==> src/rtl/fpm_share_ctrl_pkg.sv <==
// fpm_share_pkg: shared constants for the FPM sharing controller.
//   N_REQ_DEF / W_DEF / CNT_W_DEF : default requester count, data width, counter width
//   TAG_W                         : requester tag width for the default requester count
//   FPM_LAT                       : accept-to-response latency in cycles (operand reg + result reg)
//   next_idx()                    : round-robin successor of an index, wrapping at n
package fpm_share_pkg;

   localparam int N_REQ_DEF = 4;
   localparam int W_DEF     = 32;
   localparam int CNT_W_DEF = 16;
   localparam int TAG_W     = $clog2(N_REQ_DEF);
   localparam int FPM_LAT   = 2;

   function automatic int next_idx(input int idx, input int n);
      return (idx + 1 >= n) ? 0 : idx + 1;
   endfunction

endpackage

==> src/rtl/fpm_share_ctrl_if.sv <==
// fpm_share_ctrl_if: request and response buses of the FPM sharing controller.
//   req_valid/req_ready : per-requester handshake, one bit per requester
//   req_a/req_b         : operands, requester i at [i*W +: W]
//   rsp_valid/rsp_ready : shared response handshake
//   rsp_data/rsp_tag    : product and index of the issuing requester
// Handshake rule for both buses: a beat transfers on the rising edge where
// valid and ready are both high. The producer holds valid and its payload
// until that edge. req_ready depends combinationally on req_valid, so
// requesters must not derive req_valid from req_ready.
// modport master: requesters + response consumer; modport slave: the controller.
interface fpm_share_ctrl_if #(
   parameter int N_REQ = 4,
   parameter int W     = 32,
   parameter int TAG_W = 2
);
   logic [N_REQ-1:0]   req_valid;
   logic [N_REQ-1:0]   req_ready;
   logic [N_REQ*W-1:0] req_a;
   logic [N_REQ*W-1:0] req_b;
   logic               rsp_valid;
   logic               rsp_ready;
   logic [W-1:0]       rsp_data;
   logic [TAG_W-1:0]   rsp_tag;

   modport master (
      output req_valid, req_a, req_b, rsp_ready,
      input  req_ready, rsp_valid, rsp_data, rsp_tag
   );

   modport slave (
      input  req_valid, req_a, req_b, rsp_ready,
      output req_ready, rsp_valid, rsp_data, rsp_tag
   );
endinterface

==> src/rtl/fpm_share_ctrl_fpm.sv <==
// fpm_core: combinational IEEE-754 single precision multiplier.
//   a_i, b_i : operands
//   p_o      : product, round to nearest even
// Subnormal inputs and subnormal results are flushed to signed zero. Any NaN
// input or inf*0 gives the quiet NaN 0x7FC00000.
module fpm_core (
   input  logic [31:0] a_i,
   input  logic [31:0] b_i,
   output logic [31:0] p_o
);
   logic        sign;
   logic [7:0]  ea, eb;
   logic [22:0] ma, mb;
   logic        a_nan, b_nan, a_inf, b_inf, a_zero, b_zero;
   logic [47:0] prod;
   logic        norm, guard, sticky;
   logic [22:0] frac;
   logic [23:0] rnd;
   logic [9:0]  exp_s;

   always_comb begin
      sign   = a_i[31] ^ b_i[31];
      ea     = a_i[30:23];
      eb     = b_i[30:23];
      ma     = a_i[22:0];
      mb     = b_i[22:0];
      a_nan  = (ea == 8'hFF) && (ma != 23'd0);
      b_nan  = (eb == 8'hFF) && (mb != 23'd0);
      a_inf  = (ea == 8'hFF) && (ma == 23'd0);
      b_inf  = (eb == 8'hFF) && (mb == 23'd0);
      a_zero = (ea == 8'h00);
      b_zero = (eb == 8'h00);

      // Product of two 1.xxx significands lies in [1,4): bit 47 says which.
      prod = 48'({1'b1, ma}) * 48'({1'b1, mb});
      norm = prod[47];
      if (norm) begin
         frac   = prod[46:24];
         guard  = prod[23];
         sticky = |prod[22:0];
      end else begin
         frac   = prod[45:23];
         guard  = prod[22];
         sticky = |prod[21:0];
      end
      rnd = {1'b0, frac} + 24'(guard & (sticky | frac[0]));
      // A rounding carry leaves rnd[22:0] all zero, so only the exponent moves.
      exp_s = {2'b00, ea} + {2'b00, eb} + {9'd0, norm} + {9'd0, rnd[23]} - 10'd127;

      if (a_nan || b_nan || (a_inf && b_zero) || (b_inf && a_zero))
         p_o = 32'h7FC0_0000;
      else if (a_inf || b_inf)
         p_o = {sign, 8'hFF, 23'd0};
      else if (a_zero || b_zero)
         p_o = {sign, 31'd0};
      else if (exp_s[9] || (exp_s == 10'd0))
         p_o = {sign, 31'd0};
      else if (exp_s >= 10'd255)
         p_o = {sign, 8'hFF, 23'd0};
      else
         p_o = {sign, exp_s[7:0], rnd[22:0]};
   end
endmodule

==> src/rtl/fpm_share_ctrl_rr_arbiter.sv <==
// rr_arbiter: combinational round-robin arbiter.
//   req_i   : request vector
//   ptr_i   : highest-priority index; search runs upward from it with wrap
//   en_i    : when low no grant is given
//   grant_o : one-hot-or-zero grant
//   idx_o   : encoded index of the grant (0 when none)
module rr_arbiter
   import fpm_share_pkg::*;
#(
   parameter int N_REQ = N_REQ_DEF,
   parameter int TW    = (N_REQ > 1) ? $clog2(N_REQ) : 1
) (
   input  logic [N_REQ-1:0] req_i,
   input  logic [TW-1:0]    ptr_i,
   input  logic             en_i,
   output logic [N_REQ-1:0] grant_o,
   output logic [TW-1:0]    idx_o
);
   logic found;
   int   j;

   always_comb begin
      grant_o = '0;
      idx_o   = '0;
      found   = 1'b0;
      j       = 0;
      for (int k = 0; k < N_REQ; k++) begin
         j = int'(ptr_i) + k;
         if (j >= N_REQ) j = j - N_REQ;
         if (en_i && !found && req_i[j]) begin
            found      = 1'b1;
            grant_o[j] = 1'b1;
            idx_o      = TW'(j);
         end
      end
   end
endmodule

==> src/rtl/fpm_share_ctrl.sv <==
// fpm_share_ctrl: shares one combinational FP multiplier among N_REQ requesters.
//   clk      : clock, all state on the rising edge
//   reset    : asynchronous active-low reset, discards in-flight ops
//   bus      : request/response buses (slave side)
//   busy     : an op is in stage 1 or stage 2
//   op_count : completed response handshakes, wrapping
// Pipeline: round-robin grant -> operand regs (v1) -> fpm_core -> result reg (v2).
// A response stall freezes both stages, even when stage 1 holds a bubble.
module fpm_share_ctrl
   import fpm_share_pkg::*;
#(
   parameter int N_REQ = N_REQ_DEF,
   parameter int W     = W_DEF,
   parameter int CNT_W = CNT_W_DEF
) (
   input  logic             clk,
   input  logic             reset,
   fpm_share_ctrl_if.slave  bus,
   output logic             busy,
   output logic [CNT_W-1:0] op_count
);
   localparam int TW = (N_REQ > 1) ? $clog2(N_REQ) : 1;

   logic             v1_q, v1_d, v2_q, v2_d;
   logic [W-1:0]     a_q, a_d, b_q, b_d, res_q, res_d;
   logic [TW-1:0]    tag1_q, tag1_d, tag2_q, tag2_d;
   logic [TW-1:0]    ptr_q, ptr_d;
   logic [CNT_W-1:0] cnt_q, cnt_d;

   logic             advance, xfer;
   logic [N_REQ-1:0] grant;
   logic [TW-1:0]    gidx;
   logic [W-1:0]     sel_a, sel_b, fpm_p;

   assign advance = !v2_q || bus.rsp_ready;

   // Gated with reset so no grant is offered while the block is held in reset.
   rr_arbiter #(.N_REQ(N_REQ), .TW(TW)) u_arb (
      .req_i   (bus.req_valid),
      .ptr_i   (ptr_q),
      .en_i    (advance & reset),
      .grant_o (grant),
      .idx_o   (gidx)
   );

   assign xfer  = |grant;
   assign sel_a = bus.req_a[int'(gidx)*W +: W];
   assign sel_b = bus.req_b[int'(gidx)*W +: W];

   fpm_core u_fpm (
      .a_i (a_q),
      .b_i (b_q),
      .p_o (fpm_p)
   );

   always_comb begin
      v1_d   = v1_q;
      v2_d   = v2_q;
      a_d    = a_q;
      b_d    = b_q;
      res_d  = res_q;
      tag1_d = tag1_q;
      tag2_d = tag2_q;
      ptr_d  = ptr_q;
      cnt_d  = cnt_q + CNT_W'(v2_q & bus.rsp_ready);
      if (xfer)
         ptr_d = TW'(next_idx(int'(gidx), N_REQ));
      if (advance) begin
         v1_d   = xfer;
         tag1_d = gidx;
         if (xfer) begin
            a_d = sel_a;
            b_d = sel_b;
         end
         v2_d   = v1_q;
         res_d  = fpm_p;
         tag2_d = tag1_q;
      end
   end

   always_ff @(posedge clk or negedge reset) begin
      if (!reset) begin
         v1_q   <= 1'b0;
         v2_q   <= 1'b0;
         a_q    <= '0;
         b_q    <= '0;
         res_q  <= '0;
         tag1_q <= '0;
         tag2_q <= '0;
         ptr_q  <= '0;
         cnt_q  <= '0;
      end else begin
         v1_q   <= v1_d;
         v2_q   <= v2_d;
         a_q    <= a_d;
         b_q    <= b_d;
         res_q  <= res_d;
         tag1_q <= tag1_d;
         tag2_q <= tag2_d;
         ptr_q  <= ptr_d;
         cnt_q  <= cnt_d;
      end
   end

   assign bus.req_ready = grant;
   assign bus.rsp_valid = v2_q;
   assign bus.rsp_data  = res_q;
   assign bus.rsp_tag   = tag2_q;
   assign busy          = v1_q | v2_q;
   assign op_count      = cnt_q;
endmodule

==> src/flat_wrapper.sv <==
// flat-port wrapper written by rule: the top's interface ports become plain ports
module fpm_share_ctrl_flat import fpm_share_pkg::*;
#(
   parameter int N_REQ = N_REQ_DEF,
   parameter int W     = W_DEF,
   parameter int CNT_W = CNT_W_DEF
)
  (clk, reset, busy, op_count, bus_req_valid, bus_req_a, bus_req_b, bus_rsp_ready, bus_req_ready, bus_rsp_valid, bus_rsp_data, bus_rsp_tag);
  fpm_share_ctrl_if #(.N_REQ(N_REQ), .W(W), .TAG_W((2))) bus_i ();
  input  logic clk;
  input  logic reset;
  output logic busy;
  output logic [CNT_W-1:0] op_count;
  input wire logic [$bits(bus_i.req_valid)-1:0] bus_req_valid;
  input wire logic [$bits(bus_i.req_a)-1:0] bus_req_a;
  input wire logic [$bits(bus_i.req_b)-1:0] bus_req_b;
  input wire logic [$bits(bus_i.rsp_ready)-1:0] bus_rsp_ready;
  output wire logic [$bits(bus_i.req_ready)-1:0] bus_req_ready;
  output wire logic [$bits(bus_i.rsp_valid)-1:0] bus_rsp_valid;
  output wire logic [$bits(bus_i.rsp_data)-1:0] bus_rsp_data;
  output wire logic [$bits(bus_i.rsp_tag)-1:0] bus_rsp_tag;
  assign bus_i.req_valid = bus_req_valid;
  assign bus_i.req_a = bus_req_a;
  assign bus_i.req_b = bus_req_b;
  assign bus_i.rsp_ready = bus_rsp_ready;
  assign bus_req_ready = bus_i.req_ready;
  assign bus_rsp_valid = bus_i.rsp_valid;
  assign bus_rsp_data = bus_i.rsp_data;
  assign bus_rsp_tag = bus_i.rsp_tag;
  fpm_share_ctrl #(.N_REQ(N_REQ), .W(W), .CNT_W(CNT_W)) u_core (.clk(clk), .reset(reset), .bus(bus_i), .busy(busy), .op_count(op_count));
endmodule
==> config.mk <==
export PLATFORM = sky130hd
export DESIGN_NAME = fpm_share_ctrl_flat
export DESIGN_NICKNAME = d
export VERILOG_FILES = /design/src/rtl/fpm_share_ctrl_pkg.sv /design/src/rtl/fpm_share_ctrl_if.sv /design/src/rtl/fpm_share_ctrl_fpm.sv /design/src/rtl/fpm_share_ctrl_rr_arbiter.sv /design/src/rtl/fpm_share_ctrl.sv /design/src/flat_wrapper.sv
export SDC_FILE = /design/constraint.sdc
export NUM_CORES = 2
export LEC_CHECK = 0
export CAP_MARGIN = 25
export CORE_AREA = 2 2 268 270
export DETAILED_ROUTE_END_ITERATION = 7
export DIE_AREA = 0 0 270 272
export GPL_TIMING_DRIVEN = 0
export PLACE_DENSITY_LB_ADDON = 0.05
export SLEW_MARGIN = 20
export SYNTH_ARGS = -nofsm -noshare
export SYNTH_HDL_FRONTEND = slang
export SYNTH_SLANG_ARGS = --single-unit
==> constraint.sdc <==
create_clock -name clk -period 15.44 [get_ports clk]
set_clock_uncertainty 0.1 [all_clocks]
set_input_delay 3.088 -clock clk [delete_from_list [all_inputs] [get_ports clk]]
set_output_delay 3.088 -clock clk [all_outputs]
set_load 0.02 [all_outputs]
======== Word level (Yosys, flattened, before mapping) ========
Cells that the tools add are included.
storage, ports and cells
  register bits after elaboration ......... 120
  word-level logic and storage cells ...... 134
  output and inout bits ................... 56
operators by class
  add/sub/neg operators ................... 14
  magnitude comparators ................... 14
  muxes and demuxes ....................... 44
  shifts and indexed selects .............. 2
  multiply operators ...................... 1
  bitwise gates (word level) .............. 9
  eq/ne operators ......................... 2
  reduce and logical (&&, ||, !) cells .... 39
operators by type and width
  cell                                                         count
  variable part select 128 x 8 -> 32 bit                       2
  2-to-1 mux 32 bit                                            5
  >= comparator 32 x 1 -> 1 bit, second input constant         4
  less-than comparator 32 x 4 -> 1 bit, second input constant  4
  2-to-1 mux 31 bit                                            4
  multiplier 24 x 24 -> 48 bit                                 1
  logical NOT 23 bit                                           2
  nonzero test 23 bit                                          2
  adder 23 x 1 -> 24 bit                                       1
  2-to-1 mux 23 bit                                            1
  OR reduction 23 bit                                          1
  OR reduction 22 bit                                          1
  logical AND 1 bit                                            17
  2-to-1 mux 1 bit                                             17
  adder 16 bit                                                 1
  equality test 8 bit, second input constant                   2
  logical NOT 8 bit                                            2
  2-to-1 mux 4 bit                                             4
  >= comparator 3 bit, second input constant                   4
  OR 4 bit                                                     3
  subtractor 3 x 3 -> 4 bit, second input constant             3
  adder 10 x 1 -> 10 bit                                       1
  adder 9 x 1 -> 10 bit                                        1
  >= comparator 10 x 8 -> 1 bit, second input constant         1
  17 further kinds                                             41

======== Longest topological paths before layout ========
  word-level depth ........................ 22
  mapped depth ............................ 45
  depth with buffers taken out ............ 41

======== Cells and area by module ========
From an unflattened synthesis, not the netlist that was laid out.
second synthesis, totals
  cells, all modules ...................... 3,035
  area total of the unflattened synthesis .. 28,028.1 um2
modules (own cells, without submodules)
  module          cells an instance  times used  sequential area each (um2)  area each (um2)
  fpm_core        2,527              1           0.0                         21,272.9
  fpm_share_ctrl  441                1           3,002.9                     6,224.7
  rr_arbiter      67                 1           0.0                         530.5

======== Least setup slack after synthesis ========
Ideal clock, no wire load.
  kind .................................... reg2reg
  start point ............................. register u_core.b_q[5]
  end point ............................... register u_core.res_q[20] (netlist: u_core.bus.rsp_data[20])
  data arrival time ....................... 10.487 ns
  clock period less this slack ............ 10.719 ns
  cell stages (with the launch flop) ...... 45
  setup slack ............................. 4.721 ns
  buffers on the path ..................... 4
  cells stage by stage .................... dfrtp_1 clkbuf_1 clkbuf_1 nand2_1 fa_1 inv_1 fa_1 inv_1 fa_1 inv_1 fa_1 inv_1 fa_1 inv_1 fa_1 inv_1 fa_1 inv_1 [9 not listed] nand2_1 a2111o_1 nor3_1 nand2_1 fa_1 inv_1 fa_1 a21oi_1 o21ai_0 nand2b_1 or4b_2 or4_1 o21ai_0 nor3_1 nand2_1 nor3_1 a211oi_1 o21ai_0
on the way
  cells in the longest elaborated chain, start to end .. 14
  elaborated cells on any way between the ends .. 29
  those cells by class .................... add/sub: 4; mul: 1; order compare: 1; mux: 8; bitwise: 2; reduce/logical: 13
ends and longest elaborated chain
  item                                                                        line                                                RTL
  start, declared                                                             fpm_share_ctrl.sv:25                                logic [W-1:0] a_q, a_d, b_q, b_d, res_q, res_d;
  start signal, assigned                                                      fpm_share_ctrl.sv:86                                b_q <= '0;
  start signal, assigned                                                      fpm_share_ctrl.sv:96                                b_q <= b_d;
  multiplier 24 x 24 -> 48 bit                                                fpm_share_ctrl_fpm.sv:35                            prod = 48'({1'b1, ma}) * 48'({1'b1, mb});
  OR reduction 23 bit / OR reduction 22 bit (equally long branches)           fpm_share_ctrl_fpm.sv:40, fpm_share_ctrl_fpm.sv:44
  2-to-1 mux 1 bit                                                            fpm_share_ctrl_fpm.sv:37                            if (norm) begin
  OR 1 bit                                                                    fpm_share_ctrl_fpm.sv:46                            rnd = {1'b0, frac} + 24'(guard & (sticky | frac[0]));
  AND 1 bit                                                                   fpm_share_ctrl_fpm.sv:46
  adder 23 x 1 -> 24 bit                                                      fpm_share_ctrl_fpm.sv:46
  adder 10 x 1 -> 10 bit                                                      fpm_share_ctrl_fpm.sv:48                            exp_s = {2'b00, ea} + {2'b00, eb} + {9'd0, norm} + {9'd0, rnd[23]} - 10'd127;
  subtractor 10 x 7 -> 10 bit                                                 fpm_share_ctrl_fpm.sv:48
  >= comparator 10 x 8 -> 1 bit / logical NOT 10 bit (equally long branches)  fpm_share_ctrl_fpm.sv:58, fpm_share_ctrl_fpm.sv:56
  2-to-1 mux 31 bit / logical OR 1 bit (equally long branches)                fpm_share_ctrl_fpm.sv:58, fpm_share_ctrl_fpm.sv:56
  2-to-1 mux 31 bit                                                           fpm_share_ctrl_fpm.sv:56                            else if (exp_s[9] || (exp_s == 10'd0))
  2-to-1 mux 31 bit                                                           fpm_share_ctrl_fpm.sv:54                            else if (a_zero || b_zero)
  2-to-1 mux 31 bit                                                           fpm_share_ctrl_fpm.sv:52                            else if (a_inf || b_inf)
  2-to-1 mux 32 bit *                                                         fpm_share_ctrl_fpm.sv:50                            if (a_nan || b_nan || (a_inf && b_zero) || (b_inf && a_zero))
  end signal, assigned                                                        fpm_share_ctrl.sv:97                                res_q <= res_d;
  end, declared                                                               fpm_share_ctrl.sv:25
Every way passes the cells marked *; elsewhere a longest branch is shown, timed or not.
A chain may end at the register's enable or synchronous reset.

======== Worst setup path in the final report ========
  start point ............................. register u_core.b_q[16]
  end point ............................... register u_core.res_q[20] (netlist: u_core.bus.rsp_data[20])
Same word-level chain as after synthesis.

==> impl_metrics.toml <==
[worst_setup_path]
slowest_delay_ns = 0.80
r2r_cells = 38
path_common_cell = "fa_1"
rr_startpoint = "u_core.b_q[16]$_DFFE_PN0P_"
cp_slowest_cell = "clkbuf_1"
r2r-end = "u_core.bus.rsp_data[20]$_DFFE_PN0N_"
cp_max_fo = 10
arrival_ns = 13.69
worstSetupEndpointType = "flop"
rrSetupSlack_ns = 2.00
worstSetupPathType = "flop to flop"
cp-start-kind = "flop"
critPathRequiredTime_ns = 15.69
cp-startpoint = "u_core.b_q[16]$_DFFE_PN0P_"

[global_route]
antenna_found_initial = 3
globalRoute.totalOverflow = 0
grt_busiest_layer = "met2"
grt_pass1_vias = 25570
grt_max_degree = 90
grt_use_met2 = 0.4847
grt_pass1_wl_um = 158900
grtUsageMet1 = 0.3783
track_usage = 0.2897
grtUsageMet3 = 0.03879

[synth]
synth.area.mux_share = 0.007626
yosys_warnings = 0
synth_top_family_by_area = "adder cells"
synthesis.area_um2 = 28060
synth-xor-area-share = 0.02243
syn_nets = 4394
yosys.area_share.simple = 0.2241
synth_compound_area_frac = 0.09994
synth_edf_count = 0
synth.avg_cell_area_um2 = 8.137
ys_seq_area_frac = 0.1070
syn_inst = 3448
ys.flop_type = "dfrtp_1"
async_flop_share = 1.000
ys_types = 97
synthAdderAreaFrac = 0.4341
ys_seq_elements = 120

[sta]
max-slew-margin-rel = 0.3236
slew_viol_final = 0
worstMarginPinSlew_ns = 1.015
finalHoldViolations = 0
setup-tns-final_ns = 0
fin_crit_sh = 0.8705
post-route-min-period_ns = 13.44
fmax_mhz = 74.40
setup-violations-final = 0
rsz0062_at_grt = "no"

[clock_tree]
cts.sinks = 120
cts_tree = "yes"
post-cts-setup-buffers = 0
cts-root-buf = "clkbuf_16"
numCtsBuffers = 17
cts_buffer_depth = 2
clk_transition_reported_paths_ns = 0.07
clk-insertion-delay-late_ns = 0.45
cts_resized = 0
cts_hold_buffers = 0
cts-htree-levels = 4

[floorplan]
die_y_um = 272
initial_utilization = 0.3965
fp.coreArea_um2 = 70750
pin_count = 319
die_area_um2 = 73440
die_w_um = 270
rows = 98

[finish]
final_common_cell = "nand2_1"
final_cell_mix = "772 x nand2_1, 581 x inv_1, 484 x fa_1"
fin_nets = 4734
layout-drive-gt1-share = 0.02947
area_delta_synth_final_pct = 17.89

[routing]
routed_via_density = 5.273
drt.antenna.violating_nets = 0
totalWireLength_um = 106200
drt_drc_violations_left = 0
first_pass_iters = 7
drtIter0Drc = 1628
via_count = 25070
routedWlPerCell_um = 22.33

[place]
portBuffers = 318
place.gp.congestion = 0.9695
hpwl_um = 87830

[job]
max_cap_violations = 0

[hold_path]
hold_path_depth = 2
holdCritPathClass = "flop to flop"
worstHoldStart = "u_core.tag1_q[0]$_DFFE_PN0N_"
min_to = "u_core.bus.rsp_tag[0]$_DFFE_PN0N_"

[status]
run_status = "finished clean"
## synth_stat cells, types with 5 or more instances
cell type,count,area (um2)
xnor2_1,48,420.4
nand2_1,772,2898
inv_1,581,2181
a211oi_1,13,97.59
mux2i_1,9,90.09
clkbuf_1,161,604.3
o21ai_0,185,925.9
or3_1,7,43.79
nor4_1,25,156.4
buf_2,14,70.07
or4_1,5,37.54
ha_1,199,2490
o211ai_1,14,105.1
nor2_1,100,375.4
a21o_1,18,135.1
a32o_1,8,80.08
a31oi_1,10,62.56
nand3_1,91,455.4
a21oi_1,56,280.3
nand4_1,25,156.4
a221o_1,5,50.05
fa_1,484,9689
a22o_1,6,52.55
o21ai_1,5,25.02
nor3_1,38,190.2
a21oi_2,5,43.79
o21a_1,20,150.1
nor2b_1,7,43.79
xor2_1,22,192.7
and2_1,249,1558
and3_1,11,68.82
o22ai_1,5,31.28
o31ai_1,8,60.06
dfrtp_1,120,3003
nand2b_1,7,43.79
## registers in the layout, indices dropped and copies added (netlist names)
name / count
u_core.a_q: 32
u_core.b_q: 32
u_core.bus.rsp_data: 32
u_core.bus.rsp_tag: 2
u_core.bus.rsp_valid: 1
u_core.op_count: 16
u_core.ptr_q: 2
u_core.tag1_q: 2
u_core.v1_q: 1
## critical path: cells and delay by family (launching register included)
| family | cells | cell delay [ns] |
|---|---|---|
| flip-flops | 1 | 0.39 |
| XOR/XNOR | 1 | 0.22 |
| AND/OR/NAND/NOR | 8 | 2.72 |
| adder cells (fa/ha/maj) | 10 | 4.88 |
| buffers and inverters | 9 | 2.90 |
| AO/OA/AOI/OAI | 10 | 2.10 |
## routing by layer
metal / vias to the layer above / wire (um)
met5: - / 11
met4: 2 / 4936
met3: 189 / 6800
met2: 904 / 50910
met1: 12530 / 43500
li1: 11440 / -
## layout make-up
cell class / instances / area, um2
tap: 950 / 1189
timing repair buffer: 321 / 3226
buffer: 186 / 749.5
multi-input combinational: 2558 / 22120
sequential: 120 / 3003
antenna: 3 / 7.507
inverter: 584 / 2192
fill: 7323 / 37670
clock inverter: 15 / 166.4
clock buffer: 17 / 425.4
## kinds of logic after synthesis
logic type                 after synthesis
and+or+nand+nor                       1366
buffers and inverters                  770
adders and majority gates              683
AOI/OAI and AO/OA                      422
DFF                                    120
xor gates and xnor gates                71
muxes                                   16
## stage by stage
step / setup WS [ns] / hold WS, ns / util / cell area (um2) / cells
floorplan: 4.721 / 0.3469 / - / 28060 / 3448
finish: 2.000 / 0.3722 / 0.4675 / 33080 / 4754
global placement: 1.766 / 0.3541 / 0.4583 / 32430 / 4716
CTS: 2.166 / 0.3771 / 0.4673 / 33060 / 4750
global route: 1.376 / 0.4043 / 0.4674 / 33070 / 4751
detailed placement: 2.208 / 0.3617 / 0.4590 / 32470 / 4718
## worst max-delay path by stage
| stage | slack, ns | to |
|---|---|---|
| after floorplan | 4.72 | u_core.bus.rsp_data[20]$_DFFE_PN0N_ |
| after global placement | 1.77 | u_core.bus.rsp_data[20]$_DFFE_PN0N_ |
| after detailed placement | 2.21 | u_core.bus.rsp_data[17]$_DFFE_PN0N_ |
| after CTS | 2.17 | u_core.bus.rsp_data[20]$_DFFE_PN0N_ |
| after global routing | 1.38 | u_core.bus.rsp_data[19]$_DFFE_PN0N_ |
| final | 2.00 | u_core.bus.rsp_data[20]$_DFFE_PN0N_ |
Power is not shown: default switching activity piles up to over one toggle a cycle in this logic, so the estimate is an artifact.
